==> src/rtl/cdc_pulse_hs_tx.sv <==
// Fast-domain transmitter of a toggle/ack pulse synchronizer: it counts incoming
// event strobes and launches them one at a time as request toggles, each waiting for the synchronized ack.
module cdc_pulse_hs_tx #(
    parameter int CNT_W       = 4,
    parameter int SYNC_STAGES = 2
) (
    input  logic             clk_f,
    input  logic             rst_n,
    input  logic             pulse_f,
    input  logic             ack_tgl_s,
    output logic             req_tgl,
    output logic             busy,
    output logic [CNT_W-1:0] pend_cnt,
    output logic             done_f,
    output logic             overflow
);

    typedef enum logic {
        IDLE = 1'b0,
        WAIT = 1'b1
    } state_t;

    localparam logic [CNT_W-1:0] PEND_MAX = '1;

    logic [SYNC_STAGES-1:0] sync_q, sync_d;
    logic                   ack_sync;

    state_t                 state_q, state_d;
    logic                   req_q, req_d;
    logic                   busy_q, busy_d;
    logic                   done_q, done_d;
    logic                   ovf_q, ovf_d;
    logic [CNT_W-1:0]       pend_q, pend_d;

    logic                   launch;
    logic                   accept;

    // Only the last synchronizer stage may feed logic; earlier stages can be metastable.
    always_comb begin
        sync_d = {sync_q[SYNC_STAGES-2:0], ack_tgl_s};
    end

    assign ack_sync = sync_q[SYNC_STAGES-1];

    // NOTE: every signal written here gets a default first so no path leaves it unassigned (no latch).
    always_comb begin
        state_d = state_q;
        req_d   = req_q;
        done_d  = 1'b0;
        launch  = 1'b0;
        case (state_q)
            IDLE: begin
                if (pend_q != '0) begin
                    launch  = 1'b1;
                    req_d   = ~req_q;
                    state_d = WAIT;
                end
            end
            WAIT: begin
                // Exiting WAIT never launches in the same cycle; IDLE handles the next event.
                if (ack_sync == req_q) begin
                    state_d = IDLE;
                    done_d  = 1'b1;
                end
            end
            default: state_d = IDLE;
        endcase
    end

    // A strobe at saturation is still taken when a launch frees a slot in the same cycle.
    always_comb begin
        pend_d = pend_q;
        accept = pulse_f && (launch || (pend_q != PEND_MAX));
        ovf_d  = pulse_f && !accept;
        if (accept && !launch) begin
            pend_d = pend_q + CNT_W'(1);
        end else if (!accept && launch) begin
            pend_d = pend_q - CNT_W'(1);
        end
    end

    always_comb begin
        busy_d = (state_d == WAIT);
    end

    // NOTE: state flops use non-blocking assignments so all of them update from pre-edge values.
    always_ff @(posedge clk_f or negedge rst_n) begin
        if (!rst_n) begin
            sync_q  <= '0;
            state_q <= IDLE;
            req_q   <= 1'b0;
            busy_q  <= 1'b0;
            done_q  <= 1'b0;
            ovf_q   <= 1'b0;
            pend_q  <= '0;
        end else begin
            sync_q  <= sync_d;
            state_q <= state_d;
            req_q   <= req_d;
            busy_q  <= busy_d;
            done_q  <= done_d;
            ovf_q   <= ovf_d;
            pend_q  <= pend_d;
        end
    end

    assign req_tgl  = req_q;
    assign busy     = busy_q;
    assign pend_cnt = pend_q;
    assign done_f   = done_q;
    assign overflow = ovf_q;

endmodule
==> config.mk <==
export PLATFORM = sky130hd
export DESIGN_NAME = cdc_pulse_hs_tx
export DESIGN_NICKNAME = d
export VERILOG_FILES = /design/src/rtl/cdc_pulse_hs_tx.sv
export SDC_FILE = /design/constraint.sdc
export NUM_CORES = 1
export LEC_CHECK = 0
export ABC_AREA = 1
export BUFFER_PORTS_ARGS = -buffer_cell sky130_fd_sc_hd__buf_2
export CORE_AREA = 3 3 40 42
export CTS_BUF_LIST = sky130_fd_sc_hd__clkbuf_8
export DETAILED_ROUTE_END_ITERATION = 10
export DIE_AREA = 0 0 43 45
export GPL_ROUTABILITY_DRIVEN = 0
export HOLD_SLACK_MARGIN = 0.12
export SYNTH_ARGS = -nofsm -noshare
export SYNTH_HDL_FRONTEND = slang
export SYNTH_SLANG_ARGS = --single-unit
==> constraint.sdc <==
create_clock -name clk_f -period 2.6 [get_ports clk_f]
set_clock_uncertainty 0.05 [all_clocks]
set_input_delay 0 -clock clk_f [delete_from_list [all_inputs] [get_ports clk_f]]
set_output_delay 0 -clock clk_f [all_outputs]
set_load 0.02 [all_outputs]
==> results.toml <==
[synthesis]
yosysTopAreaCell = "dfrtp_1"
yosysTopAreaCellShare = 0.489
synthMuxAreaShare = 0
yosys.cell_count.top_type = "nand2_1"
syn_nets = 64
synth_area_um2 = 512
synth_top_family_by_area = "simple AND/OR/NAND/NOR gates"
async_flop_share = 1.00
synth-simple-area-share = 0.235
ys_warn_count = 0
synth_common_cells = "16 x nand2_1, 10 x dfrtp_1, 7 x inv_1"
synth_xor_area_frac = 0.0831
synthCells = 56
ys_types = 16
synth_compound_gate_area_share = 0.0293
synth_fa_ha_area_frac = 0.112
synth_edf_count = 0
synthFlopType = "dfrtp_1"
synthTopCellsByArea = "dfrtp_1 49%, nand2_1 12%, ha_1 7.3%, inv_1 5.1%, xnor2_1 5.1%"
synth.avg_cell_area_um2 = 9.14
synth-seq-area-share = 0.489
ys_seq_elements = 10

[sta]
fin_ws_ns = 0.526
finalSetupTns_ns = 0
rsz0062_at_grt = "no"
fmax_mhz = 482
maxSlewHeadroom = 0.700
period_share = 0.798
hold_viol = 0
fin_crit_ns = 2.07
drv_slew = 0
finalSetupViolCount = 0
tightest_slew_ns = 0.449

[clocking]
cts_root_buf = "clkbuf_8"
htreeDepth = 1
tritoncts = "built"
ctsLongestPathBuffers = 2
numCtsBuffers = 3
insertion_delay_ns = 0.23
cts_sinks = 10
cts_resized = 0
cts.clk_slew.worst_paths_ns = 0.05

[finish]
n_fill_cell = 125
area_delta_synth_final_pct = 33.0
utilization = 0.530
multiInputGateArea_um2 = 235
seq_area_um2 = 250
num_antenna_cells = 0
nets = 84
drive_above_1_share = 0.227
fin_cells = 90

[drt]
drt_iter0_drc = 1
ant_nets = 0
num_vias = 396
route.detailed.drc = 0
vias_per_cell = 4.40
wl_per_cell_um = 10.1
first_pass_iters = 2
routed_wl_um = 912

[setup_path]
critPathKind = "reg -> reg"
cp.required_ns = 2.67
end_kind = "flop"
critPathLaunchType = "flop"
critPathMaxFanout = 6
r2r_cells = 11
arrival_ns = 2.15

[power]
seqPwrFrac = 0.293
pwr-share-comb = 0.513
p_clk_frac = 0.194
switching_share = 0.429
ir_drop_mv = 0.612
power_switching_uw = 429
intPower_uw = 571
power.leakage_nw = 0.361
p_per_area_nw_per_um2 = 1470

[run]
cap_viol_max_count = 0

[floorplanning]
initial_core_util = 0.398
ios = 12
std_cell_rows = 13
die_area_um2 = 1940
die_height_um = 45
dieWidth_um = 43
coreArea_um2 = 1280

[global_route]
grt_pass1_vias = 402
grt_max_degree = 11
grt_use_total = 0.123
grt_pass1_wl_um = 1730
overflow = 0
antenna_found_initial = 0

[hold_path]
min_path_type = "reg -> reg"
min_path_cells = 0

[place]
place_inst = 82
hpwlAfterDp_um = 715
io_buffer_count = 11
place_ws_ns = 0.503

[run_status]
outcome = "finished clean"
[final timing paths]
| path | to | startpoint | slack, ns |
|---|---|---|---|
| min reg2reg | sync_q[1] | sync_q[0] | 0.30 |
| max in group asynchronous | pend_cnt[2] | rst_n | 1.47 |
| min in group asynchronous | done_f | rst_n | 0.72 |
| max reg2reg | pend_cnt[3] | pend_cnt[1] | 0.53 |
| max | pend_cnt[3] | pend_cnt[1] | 0.53 |
| min | sync_q[1] | sync_q[0] | 0.30 |
[cells by family (layout without fill, tap and decap cells)]
| logic type | after synthesis | in the layout |
|---|---|---|
| AND/OR/NAND/NOR | 28 | 28 |
| AO/OA/AOI/OAI | 3 | 3 |
| XOR/XNOR | 4 | 4 |
| flip-flops | 10 | 10 |
| adder cells (fa/ha/maj) | 4 | 4 |
| buffers and inverters | 7 | 26 |
[worst max-delay path, stage by stage (launching register included)]
cell and delay, ns:
dfrtp_1 0.43, nand3_1 0.09, nand3b_1 0.17, and2_1 0.15, ha_1 0.19, inv_1 0.14
ha_1 0.30, or2_0 0.21, nand2_1 0.07, nand2_1 0.04, nand3_1 0.07, nand2_1 0.05
[sequential cells by signal (all words and copies together), names as in the netlist]
register / flops
req_tgl: 1
done_f: 1
overflow: 1
sync_q: 2
pend_cnt: 4
busy: 1
[per-stage QoR]
stage / cell area, um^2 / hold slack [ns] / total power [mW]
after detailed placement: 586 / -0.181 / 0.814
after floorplan: 512 / -0.346 / 0.678
final: 681 / 0.296 / 1.00
after global routing: 681 / 0.318 / 1.11
after global placement: 586 / -0.181 / 0.796
after CTS: 681 / 0.298 / 1.02
[power groups by stage]
stage | logic, mW | clock network [mW] | registers [mW]
after floorplan | 0.323 | 0 | 0.354
after global placement | 0.503 | 0 | 0.294
after detailed placement | 0.514 | 0 | 0.299
after CTS | 0.522 | 0.199 | 0.296
after global routing | 0.596 | 0.209 | 0.307
final | 0.513 | 0.194 | 0.293
[cell type report]
cell class,count,area share
clock buffers,4,0.0809
inverters,7,0.0386
multi-input cells,39,0.346
flip-flops and latches,10,0.368
well taps,15,0.0276
repair buffers,15,0.140
[routing by layer]
| metal | up-vias | share of wire | track usage |
|---|---|---|---|
| met5 | - | 0 | 0 |
| li1 | 211 | - | - |
| met3 | 2 | 0.049 | 0.0478 |
| met1 | 174 | 0.46 | 0.151 |
| met2 | 9 | 0.48 | 0.204 |
| met4 | 0 | 0.0044 | 0.0361 |
[placed cells by master, fill, tap and decap left out]
cell	instances
a21oi_1	1
and2_1	1
buf_2	11
clkbuf_8	4
dfrtp_1	10
dlygate4sd3_1	4
fa_1	1
ha_1	3
inv_1	7
nand2_1	16
nand2_2	1
nand3_1	3
nand3b_1	1
nor2_1	5
o21ai_0	1
o21ai_1	1
or2_0	1
xnor2_1	3
xnor2_2	1
[timing repair]
action,CTS,global route
endpoints found under the hold margin,12,0
hold buffers,4,0
setup buffers,0,0
No activity file was read; power rests on OpenSTA's default activity.
